<file path="src/rtl/dma_stream_arbiter_pkg.sv">
// rtl/dma_stream_arbiter_pkg.sv - arbiter state type, register map and channel-index width helper
package dsa_pkg;

  typedef enum logic {
    IDLE = 1'b0,
    PKT  = 1'b1
  } state_t;

  localparam logic [7:0] ADDR_EN     = 8'h00;
  localparam logic [7:0] ADDR_STATUS = 8'h01;
  localparam logic [7:0] ADDR_DROP   = 8'h02;
  localparam logic [7:0] ADDR_STATS  = 8'h10;

  function automatic int chw(input int n);
    return (n > 1) ? $clog2(n) : 1;
  endfunction

endpackage

</file>
<file path="src/rtl/dma_stream_arbiter_if.sv">
// rtl/dma_stream_arbiter_if.sv - channel input streams, merged output stream and register port
interface dma_stream_arbiter_if #(
  parameter int N_CH = 4,
  parameter int DW   = 32
);
  import dsa_pkg::*;

  localparam int CHW = chw(N_CH);

  logic [N_CH-1:0]    i_sop;
  logic [N_CH-1:0]    i_eop;
  logic [N_CH*DW-1:0] i_data;
  logic [N_CH-1:0]    i_vld;
  logic [N_CH-1:0]    o_rdy;
  logic               o_sop;
  logic               o_eop;
  logic [DW-1:0]      o_data;
  logic               o_vld;
  logic               i_rdy;
  logic [CHW-1:0]     o_ch;
  logic [7:0]         i_mm_addr;
  logic               i_mm_wr;
  logic               i_mm_rd;
  logic [31:0]        i_mm_wr_data;
  logic [31:0]        o_mm_rd_data;

  modport slave (
    input  i_sop, i_eop, i_data, i_vld, i_rdy,
    input  i_mm_addr, i_mm_wr, i_mm_rd, i_mm_wr_data,
    output o_rdy, o_sop, o_eop, o_data, o_vld, o_ch, o_mm_rd_data
  );

  modport master (
    output i_sop, i_eop, i_data, i_vld, i_rdy,
    output i_mm_addr, i_mm_wr, i_mm_rd, i_mm_wr_data,
    input  o_rdy, o_sop, o_eop, o_data, o_vld, o_ch, o_mm_rd_data
  );

endinterface

</file>
<file path="src/rtl/dma_stream_arbiter_rr_pick.sv">
// rtl/dma_stream_arbiter_rr_pick.sv - round-robin priority encoder, search starts after last
module rr_pick #(
  parameter int N_CH = 4,
  parameter int CHW  = 2
) (
  input  logic [N_CH-1:0] req,
  input  logic [CHW-1:0]  last,
  output logic [CHW-1:0]  gnt_idx,
  output logic            gnt_any
);

  logic [CHW-1:0] idx;

  always_comb begin
    gnt_idx = '0;
    gnt_any = 1'b0;
    idx     = '0;
    // Walk farthest-first so the nearest requester after last overwrites the result.
    for (int i = N_CH; i >= 1; i--) begin
      idx = CHW'((int'(last) + i) % N_CH);
      if (req[idx]) begin
        gnt_idx = idx;
        gnt_any = 1'b1;
      end
    end
  end

endmodule

</file>
<file path="src/rtl/dma_stream_arbiter.sv">
// rtl/dma_stream_arbiter.sv - packet round-robin arbiter merging N_CH streams onto one DMA sink
// Optional DSA_STATS_EN builds per-channel completed-packet counters at 0x10+k.
module dma_stream_arbiter
  import dsa_pkg::*;
#(
  parameter int N_CH  = 4,
  parameter int DW    = 32,
  parameter int CNT_W = 16
) (
  input logic                 clk,
  input logic                 rst,
  dma_stream_arbiter_if.slave bus
);

  localparam int               CHW     = chw(N_CH);
  localparam logic [CNT_W-1:0] CNT_MAX = '1;

  state_t           state_q, state_d;
  logic [CHW-1:0]   grant_q, last_q, pick_idx;
  logic             pick_any;
  logic [N_CH-1:0]  en_q, req, discard;
  logic [CNT_W-1:0] drop_cnt;
  logic [CNT_W:0]   drop_sum;
  logic             eop_xfer;
  logic [31:0]      rd_next;
  logic [DW-1:0]    ch_data [N_CH];

  for (genvar k = 0; k < N_CH; k++) begin : g_unpack
    assign ch_data[k] = bus.i_data[k*DW +: DW];
  end

  // Mid-packet non-sop beats arriving while idle are stale tails: swallow and count them.
  assign req      = (state_q == IDLE) ? (bus.i_vld &  bus.i_sop & en_q) : '0;
  assign discard  = (state_q == IDLE) ? (bus.i_vld & ~bus.i_sop & en_q) : '0;
  assign eop_xfer = (state_q == PKT) && bus.i_vld[grant_q] && bus.i_eop[grant_q] && bus.i_rdy;
  assign drop_sum = {1'b0, drop_cnt} + (CNT_W+1)'($countones(discard));

  rr_pick #(.N_CH(N_CH), .CHW(CHW)) u_pick (
    .req     (req),
    .last    (last_q),
    .gnt_idx (pick_idx),
    .gnt_any (pick_any)
  );

  always_ff @(posedge clk or posedge rst) begin
    if (rst) state_q <= IDLE;
    else     state_q <= state_d;
  end

  always_comb begin
    state_d = state_q;
    case (state_q)
      IDLE:    if (pick_any) state_d = PKT;
      PKT:     if (eop_xfer) state_d = IDLE;
      default: state_d = IDLE;
    endcase
  end

  always_comb begin
    bus.o_vld  = 1'b0;
    bus.o_sop  = 1'b0;
    bus.o_eop  = 1'b0;
    bus.o_data = '0;
    bus.o_ch   = '0;
    bus.o_rdy  = '0;
    if (state_q == PKT) begin
      bus.o_vld          = bus.i_vld[grant_q];
      bus.o_sop          = bus.i_sop[grant_q];
      bus.o_eop          = bus.i_eop[grant_q];
      bus.o_data         = ch_data[grant_q];
      bus.o_ch           = grant_q;
      bus.o_rdy[grant_q] = bus.i_rdy;
    end else begin
      bus.o_rdy = discard;
    end
  end

  always_ff @(posedge clk or posedge rst) begin
    if (rst) begin
      grant_q <= '0;
      last_q  <= CHW'(N_CH - 1);
    end else begin
      if (state_q == IDLE && pick_any) grant_q <= pick_idx;
      if (eop_xfer)                    last_q  <= grant_q;
    end
  end

`ifdef DSA_STATS_EN
  logic [CNT_W-1:0] pkt_cnt [N_CH];
  logic             stat_hit;
  logic [CHW-1:0]   stat_idx;

  assign stat_hit = (int'(bus.i_mm_addr) >= int'(ADDR_STATS)) &&
                    (int'(bus.i_mm_addr) <  int'(ADDR_STATS) + N_CH);
  assign stat_idx = CHW'(bus.i_mm_addr - ADDR_STATS);

  always_ff @(posedge clk or posedge rst) begin
    if (rst) begin
      for (int k = 0; k < N_CH; k++) pkt_cnt[k] <= '0;
    end else if (bus.i_mm_wr && stat_hit) begin
      for (int k = 0; k < N_CH; k++) pkt_cnt[k] <= '0;
    end else if (eop_xfer && pkt_cnt[grant_q] != CNT_MAX) begin
      pkt_cnt[grant_q] <= pkt_cnt[grant_q] + 1'b1;
    end
  end
`endif

  always_comb begin
    rd_next = '0;
    if (bus.i_mm_addr == ADDR_EN) begin
      rd_next[N_CH-1:0] = en_q;
    end else if (bus.i_mm_addr == ADDR_STATUS) begin
      rd_next[0]        = (state_q == PKT);
      rd_next[8 +: CHW] = grant_q;
      rd_next[16 +: CHW] = last_q;
    end else if (bus.i_mm_addr == ADDR_DROP) begin
      rd_next[CNT_W-1:0] = drop_cnt;
    end
`ifdef DSA_STATS_EN
    else if (stat_hit) begin
      rd_next[CNT_W-1:0] = pkt_cnt[stat_idx];
    end
`endif
  end

  always_ff @(posedge clk or posedge rst) begin
    if (rst) begin
      en_q             <= '1;
      drop_cnt         <= '0;
      bus.o_mm_rd_data <= '0;
    end else begin
      if (bus.i_mm_wr && bus.i_mm_addr == ADDR_EN) en_q <= bus.i_mm_wr_data[N_CH-1:0];
      if (bus.i_mm_wr && bus.i_mm_addr == ADDR_DROP) drop_cnt <= '0;
      else if (drop_sum[CNT_W])                      drop_cnt <= CNT_MAX;
      else                                           drop_cnt <= drop_sum[CNT_W-1:0];
      if (bus.i_mm_rd) bus.o_mm_rd_data <= rd_next;
    end
  end

endmodule

</file>
<file path="src/flat_wrapper.sv">
// flat-port wrapper written by rule: the top's interface ports become plain ports
module dma_stream_arbiter_flat import dsa_pkg::*;
#(
  parameter int N_CH  = 4,
  parameter int DW    = 32,
  parameter int CNT_W = 16
)
  (clk, rst, bus_i_sop, bus_i_eop, bus_i_data, bus_i_vld, bus_i_rdy, bus_i_mm_addr, bus_i_mm_wr, bus_i_mm_rd, bus_i_mm_wr_data, bus_o_rdy, bus_o_sop, bus_o_eop, bus_o_data, bus_o_vld, bus_o_ch, bus_o_mm_rd_data);
  dma_stream_arbiter_if #(.N_CH(N_CH), .DW(DW)) bus_i ();
  input logic clk;
  input logic rst;
  input wire logic [$bits(bus_i.i_sop)-1:0] bus_i_sop;
  input wire logic [$bits(bus_i.i_eop)-1:0] bus_i_eop;
  input wire logic [$bits(bus_i.i_data)-1:0] bus_i_data;
  input wire logic [$bits(bus_i.i_vld)-1:0] bus_i_vld;
  input wire logic [$bits(bus_i.i_rdy)-1:0] bus_i_rdy;
  input wire logic [$bits(bus_i.i_mm_addr)-1:0] bus_i_mm_addr;
  input wire logic [$bits(bus_i.i_mm_wr)-1:0] bus_i_mm_wr;
  input wire logic [$bits(bus_i.i_mm_rd)-1:0] bus_i_mm_rd;
  input wire logic [$bits(bus_i.i_mm_wr_data)-1:0] bus_i_mm_wr_data;
  output wire logic [$bits(bus_i.o_rdy)-1:0] bus_o_rdy;
  output wire logic [$bits(bus_i.o_sop)-1:0] bus_o_sop;
  output wire logic [$bits(bus_i.o_eop)-1:0] bus_o_eop;
  output wire logic [$bits(bus_i.o_data)-1:0] bus_o_data;
  output wire logic [$bits(bus_i.o_vld)-1:0] bus_o_vld;
  output wire logic [$bits(bus_i.o_ch)-1:0] bus_o_ch;
  output wire logic [$bits(bus_i.o_mm_rd_data)-1:0] bus_o_mm_rd_data;
  assign bus_i.i_sop = bus_i_sop;
  assign bus_i.i_eop = bus_i_eop;
  assign bus_i.i_data = bus_i_data;
  assign bus_i.i_vld = bus_i_vld;
  assign bus_i.i_rdy = bus_i_rdy;
  assign bus_i.i_mm_addr = bus_i_mm_addr;
  assign bus_i.i_mm_wr = bus_i_mm_wr;
  assign bus_i.i_mm_rd = bus_i_mm_rd;
  assign bus_i.i_mm_wr_data = bus_i_mm_wr_data;
  assign bus_o_rdy = bus_i.o_rdy;
  assign bus_o_sop = bus_i.o_sop;
  assign bus_o_eop = bus_i.o_eop;
  assign bus_o_data = bus_i.o_data;
  assign bus_o_vld = bus_i.o_vld;
  assign bus_o_ch = bus_i.o_ch;
  assign bus_o_mm_rd_data = bus_i.o_mm_rd_data;
  dma_stream_arbiter #(.N_CH(N_CH), .DW(DW), .CNT_W(CNT_W)) u_core (.clk(clk), .rst(rst), .bus(bus_i));
endmodule
</file>
<file path="config.mk">
export PLATFORM = sky130hd
export DESIGN_NAME = dma_stream_arbiter_flat
export DESIGN_NICKNAME = d
export VERILOG_FILES = /design/src/rtl/dma_stream_arbiter_pkg.sv /design/src/rtl/dma_stream_arbiter_if.sv /design/src/rtl/dma_stream_arbiter_rr_pick.sv /design/src/rtl/dma_stream_arbiter.sv /design/src/flat_wrapper.sv
export SDC_FILE = /design/constraint.sdc
export NUM_CORES = 1
export LEC_CHECK = 0
export CAP_MARGIN = 20
export CORE_ASPECT_RATIO = 1.1
export CORE_MARGIN = 2
export CORE_UTILIZATION = 37
export DETAILED_ROUTE_END_ITERATION = 8
export GPL_ROUTABILITY_DRIVEN = 0
export PLACE_DENSITY = 0.95
export SYNTH_ARGS = -nofsm -noshare
export SYNTH_HDL_FRONTEND = slang
export SYNTH_SLANG_ARGS = --single-unit
</file>
<file path="constraint.sdc">
create_clock -name clk -period 6.45 [get_ports clk]
set_input_delay 0.645 -clock clk [delete_from_list [all_inputs] [get_ports clk]]
set_output_delay 0.645 -clock clk [all_outputs]
set_load 0.005 [all_outputs]
</file>
# After elaboration in Yosys (flattened, before gate mapping)
# Cells that the tools add are included.
[op_classes] n_addsub=8 order_cmp=7 eq_ne=2 n_mux=48 bitwise=8 n_reduce_logical=8
[ops] cell="32-bit two-way mux" n=3
[ops] cell="32-bit binary-select mux with 2-bit select" n=1
[ops] cell="16-bit two-way mux" n=3
[ops] cell="4-bit bitwise AND" n=5
[ops] cell="1-bit two-way mux" n=18
[ops] cell="16-bit by 17-bit adder with 17-bit output" n=1
[ops] cell="17-bit adder" n=1
[ops] cell="4-bit two-way mux" n=4
[ops] cell="2-bit by 3-bit less-than comparator with 1-bit output (second input constant)" n=5
[ops] cell="1-bit binary-select mux with 2-bit select" n=7
[ops] cell="14-bit two-way mux" n=1
[ops] cell="2-bit two-way mux" n=7
[ops] cell="8-bit by 1-bit == test with 1-bit output (second input constant)" n=1
[ops] cell="8-bit by 2-bit == test with 1-bit output (second input constant)" n=1
[ops] cell="8-bit logical NOT" n=1
[ops] cell="1-bit logical AND" n=7
[ops] cell="7-bit two-way mux" n=1
[ops] cell="6-bit two-way mux" n=1
[ops] cell="1-bit by 1-bit adder with 2-bit output" n=2
[ops] cell="2-bit by 1-bit adder with 2-bit output (second input constant)" n=2
[ops] cell="2-bit adder (second input constant)" n=2
[ops] cell="4-bit NOT" n=1
[ops] cell="3-bit >= comparator (second input constant)" n=1
[ops] cell="2-bit NOT with 3-bit output" n=1
[ops] cell="other kinds (4)" n=4
[word_totals] ff_bits=43 in_bits=185 out_inout_bits=73 word_cells=87

# Longest topological paths before layout
[logic_depth] word_depth=11 depth_mapped=13 mapped_depth_nobuf=12

# Hierarchy
# From an unflattened synthesis, not the netlist that was laid out.
[hier_totals] cells_unflattened=314 area_unflattened_um2=3514.6
[modules_own_cells] module="dma_stream_arbiter" n_inst=1 cells_per_inst=300 area_each_um2=3423.3 seq_area_each_um2=1083.5
[modules_own_cells] module="rr_pick" n_inst=1 cells_per_inst=14 area_each_um2=91.3 seq_area_each_um2=0.0

# Least setup slack after synthesis
# OpenSTA, ideal clock, no wires.
[synth_timing] path_kind="input to register" startpoint="in bus_i_vld[1]" endpoint="reg u_core.drop_cnt[13]" setup_time_ns=0.094 arrival_ns=2.951 required_ns=6.356 slack_ns=3.405 cell_stages=11 n_path_buf=0 path_cell_list="nor4bb_1 > ha_1 > inv_1 > fa_1 > inv_1 > ha_1 > fa_1 > and4_1 > nand4_1 > a31oi_1 > a211oi_1"
[synth_between] elab_chain_len=8
[synth_rtl] element="from (decl)" line_no="flat_wrapper.sv:15" text="input wire logic [$bits(bus_i.i_vld)-1:0] bus_i_vld;"
[synth_rtl] element="4-bit bitwise AND (2 in a row)" line_no="dma_stream_arbiter.sv:34" text="assign discard = (state_q == IDLE) ? (bus.i_vld & ~bus.i_sop & en_q) : '0;"
[synth_rtl] element="4-bit two-way mux" line_no="dma_stream_arbiter.sv:34"
[synth_rtl] element="1-bit by 1-bit adder with 2-bit output (implied by the code)" line_no="dma_stream_arbiter.sv:36" text="assign drop_sum = {1'b0, drop_cnt} + (CNT_W+1)'($countones(discard));"
[synth_rtl] element="17-bit adder (implied by the code)" line_no="dma_stream_arbiter.sv:36"
[synth_rtl] element="16-bit by 17-bit adder with 17-bit output" line_no="dma_stream_arbiter.sv:36"
[synth_rtl] element="16-bit two-way mux" line_no="dma_stream_arbiter.sv:134" text="else if (drop_sum[CNT_W]) drop_cnt <= CNT_MAX;"
[synth_rtl] element="16-bit two-way mux" line_no="dma_stream_arbiter.sv:133" text="if (bus.i_mm_wr && bus.i_mm_addr == ADDR_DROP) drop_cnt <= '0;"
[synth_rtl] element="to (signal assigned)" line_no="dma_stream_arbiter.sv:135" text="else drop_cnt <= drop_sum[CNT_W-1:0];"
[synth_rtl] element="to (decl)" line_no="dma_stream_arbiter.sv:22" text="logic [CNT_W-1:0] drop_cnt;"
# No other way between the ends.
# A chain may end at the register's enable or synchronous reset.

# Worst setup path in the final report
[layout_timing] startpoint="in bus_i_vld[1]" endpoint="reg u_core.drop_cnt[0]"
# Same word-level chain as after synthesis.

==> results.md <==
- The core outline area is 8919 um^2.
- The total count of max-transition violations in the final report was 0.
- The number of design rule violations left after detail routing is 0.
- TritonCTS built the clock tree.
- The arrival time reported for the critical path endpoint is 4080 ps.
- The top flip-flop cell by instance count after synthesis is sky130_fd_sc_hd__dfrtp_1.
- The floorplan die height is 104.9 um.
- In this run the post-CTS setup repair buffer count came out at 0.
- The filler cell count is 684.
- The distinct cell type count after synthesis is 49.
- The tool flagged a number of max-cap violations equal to 0.
- The count of buffers added on input and output ports is 215.
- Setup repair after global routing left no endpoint under its margin.
- In this run the tightest slew margin relative to its limit is about half.
- The smallest hold slack is 514.8 ps.
- Global routing finished with a remaining overflow of 0.
- The number of H-tree levels is 2.
- The cell count after synthesis came out at a little over 300.
- The overall routing resource usage is 27.85%.
- In this run the worst hold path is classified as reg -> reg.
- The latest clock arrival within the worst-skew pair is 310 ps.
- The reg-to-reg endpoint is u_core.drop_cnt[0].
- The summed area of non-filler cells in the final layout is 5724 um^2.
- Along the worst hold path, the cell count comes to 1.
- The worst slack after detailed placement is 2467 ps.
- Dividing the detail-routed wire length by the instance count gives 22.38 um.
- The setup-violating endpoint count in the final report is 0.
- The first-pass iteration count of the detailed router is 5.
- The end point of the worst hold path is u_core.bus.o_mm_rd_data[8].
- Dividing the detail-routed via count by the number of cells gives 5.580.
- The first-pass GRT wire length is 21,050 um.
- The number of enable-type register cells in the synthesized netlist is 0.
- Once detail routing completed, the nets flagged for antenna violations numbered 0.
- After the first detailed-routing iteration, the DRC count stood at approximately 210.
- The worst register-to-register path begins at u_core.state_q.
- VDD sags by at most approximately 0.15 mV.
- The routed layout has between 3,000 and 4,000 vias.
- The count of placed standard cells in the final layout, fillers left out is 622.
- The area fraction of the dominant cell type after synthesis is a little over a quarter.
- The top-level port count is between 200 and 300.
- For this design the ratio of total power to cell area is 262.2 nW/um^2.
- The wire-length estimate of the detail-placed layout is 10,920 um.
- Ranked by instance count, the synthesized netlist is headed by 38 x sky130_fd_sc_hd__and2_1, 37 x sky130_fd_sc_hd__dfrtp_1, 35 x sky130_fd_sc_hd__mux4_2.
- The post-synthesis average cell area is 11.31 um^2.
- The cell with the most instances after synthesis is sky130_fd_sc_hd__and2_1.
- The number of endpoints with negative hold slack in the final report was 0.
- The final total negative setup slack is 0 ps.
- The leakage power of the design is 2.258 nW.
- In this run the horizontal extent of the chip is about 96 um.
- Of the cells placed in the final design, the portion with a size suffix greater than 1 is 12.80%.
- By area the synthesized netlist is led by sky130_fd_sc_hd__dfrtp_1 27%, sky130_fd_sc_hd__mux4_2 23%, sky130_fd_sc_hd__and2_1 6.9%.
- 0 antenna diodes ended up in the layout.
- The number of storage elements in the synthesis netlist is 43.
- The wire length after detailed routing is 13,920 um.
- After clock tree synthesis, the clock-pin slew on the worst setup and hold paths is 90 ps.
- The required time reported for the critical path endpoint is 6670 ps.
- The startpoint identified for the worst hold timing path is u_core.bus.o_mm_rd_data[8].
- The worst clock skew is 9.974 ps.
- The number of cells on the worst reg-to-reg path is 11.
- The maximum fanout along the worst path is 12.
- The slack of the worst reg-to-reg path is between 2000 and 3000 ps.
- The critical path is of the in -> reg type.
- Of the available clock period, the critical path in the final layout requires 59.87%.
- The floorplan has 36 rows.
- The critical path starts at bus_i_vld[1].
- The instance count after placement with tap cells included is roughly 610.
- The flow ran to the end, and the final reports show no timing, DRC or antenna violations.
- Relative to the synthesized area, the layout overhead comes to 67.03%.
- The initial antenna violation count is 1.
- The least setup slack across all paths after layout is 2589 ps.
- Summing the sequential cell areas from Yosys gives 31.62% of the chip area.
- Counting every sink on the clock net gives 43.
- The achievable frequency is 259.0 MHz.
- Hold repair after CTS inserted 0 buffers.
- The transition time of the tightest slew-check pin is 730.1 ps.
- Entering global routing, the biggest net connects 52 pins.
- Post-CTS repair changed the size of 0 cells.
- The effective utilization at floorplan is 38.43%.
- In this run the deepest clock path goes through 2 buffers.
- In this run the cell area of the synthesized design comes to 3427 um^2.
- Summed over all instances, the cell type with the most area after synthesis is sky130_fd_sc_hd__dfrtp_1.
- The root buffer cell chosen for the clock tree is sky130_fd_sc_hd__clkbuf_8.
- The number of global-route vias before repair was 3,696.
- The critical path startpoint category is an input pin.
- Summing all placed instances gives a cell area of 5592 um^2.
- TritonCTS created 5 clock buffers.
- The worst path needs 3861 ps of the cycle, external delays included.
- The final net count is 699.
- The endpoint class of the critical path is a register.
- After synthesis, the share of flip-flops with an asynchronous set or reset is between 90% and 100%.
- The die covers 10,050 um^2.
- During synthesis, Yosys emitted a total of 0 warnings.
==> state kept, by name, summed over array words and instances (netlist names) <==
name / cells
u_core.bus.o_mm_rd_data: 18
u_core.en_q: 4
u_core.last_q: 2
u_core.drop_cnt: 16
u_core.grant_q: 2
u_core.state_q: 1
==> through the flow <==
step	power, mW	utilization, %
after floorplan	0.8208	-
after global placement	1.228	62.70
after detailed placement	1.239	62.70
after CTS	1.497	64.18
after global routing	1.581	64.18
final	1.501	64.18
==> layout make-up <==
cell class / instances / area (um^2) / area share (%)
sequential: 43 / 1085 / 18.95
multi-input combinational: 225 / 2133 / 37.27
tap: 114 / 142.6 / 2.492
timing repair buffer: 219 / 2182 / 38.12
inverter: 13 / 48.80 / 0.8525
clock buffer: 6 / 72.57 / 1.268
clock inverter: 2 / 60.06 / 1.049
==> worst max-delay path, cell delays in order <==
cell	delay, ps
sky130_fd_sc_hd__clkdlybuf4s50_1	500
sky130_fd_sc_hd__nor4bb_1	490
sky130_fd_sc_hd__ha_1	250
sky130_fd_sc_hd__inv_1	70
sky130_fd_sc_hd__fa_1	480
sky130_fd_sc_hd__inv_1	90
sky130_fd_sc_hd__ha_1	190
sky130_fd_sc_hd__a21oi_1	160
sky130_fd_sc_hd__nor3_2	390
sky130_fd_sc_hd__nand4_1	500
sky130_fd_sc_hd__a21oi_1	320
==> cell usage in the layout, fill, tap and decap left out, types with 5 or more instances in the layout <==
cell,count
sky130_fd_sc_hd__clkdlybuf4s50_1,215
sky130_fd_sc_hd__and2_1,38
sky130_fd_sc_hd__dfrtp_1,36
sky130_fd_sc_hd__mux4_2,35
sky130_fd_sc_hd__a21oi_1,17
sky130_fd_sc_hd__conb_1,14
sky130_fd_sc_hd__inv_1,13
sky130_fd_sc_hd__a22o_1,12
sky130_fd_sc_hd__nand2_1,10
sky130_fd_sc_hd__nor3_1,7
sky130_fd_sc_hd__nor2_1,7
sky130_fd_sc_hd__mux2_2,6
sky130_fd_sc_hd__xnor2_1,6
sky130_fd_sc_hd__dfstp_2,6
sky130_fd_sc_hd__nor2b_1,5
sky130_fd_sc_hd__nand4_1,5
sky130_fd_sc_hd__clkbuf_8,5
==> cells by family after synthesis <==
logic type	Yosys count	synth area share, %
other	1	0.1094
xor gates and xnor gates	8	2.045
muxes	45	26.14
AOI/OAI and AO/OA	51	10.55
buffers and inverters	48	7.558
DFF	43	31.62
and+or+nand+nor	100	18.77
adders and majority gates	7	3.213
==> worst max-delay path by stage <==
stage / cells after the start / slack [ps] / to
2_1_floorplan: 11 / 3400 / u_core.drop_cnt[13]
4_1_cts: 11 / 2660 / u_core.drop_cnt[0]
5_1_grt: 11 / 2400 / u_core.drop_cnt[0]
6_report: 11 / 2590 / u_core.drop_cnt[0]
3_3_place_gp: 11 / 2560 / u_core.drop_cnt[1]
3_5_place_dp: 11 / 2470 / u_core.drop_cnt[0]
==> per-layer routing <==
| layer | part of all wire [%] | vias to the layer above | GRT usage [%] |
|---|---|---|---|
| met5 | 0.093 | - | 0 |
| li1 | - | 1531 | - |
| met4 | 3.0 | 2 | 9.286 |
| met3 | 15 | 34 | 12.55 |
| met1 | 36 | 1670 | 33.77 |
| met2 | 46 | 234 | 43.71 |
==> power breakdown <==
| group | switching, mW | internal, mW | total [mW] |
|---|---|---|---|
| clock | 0.0982 | 0.155 | 0.253 |
| combinational | 0.367 | 0.543 | 0.910 |
| sequential | 0.0376 | 0.300 | 0.338 |
Power figures use the tool's default switching activity.
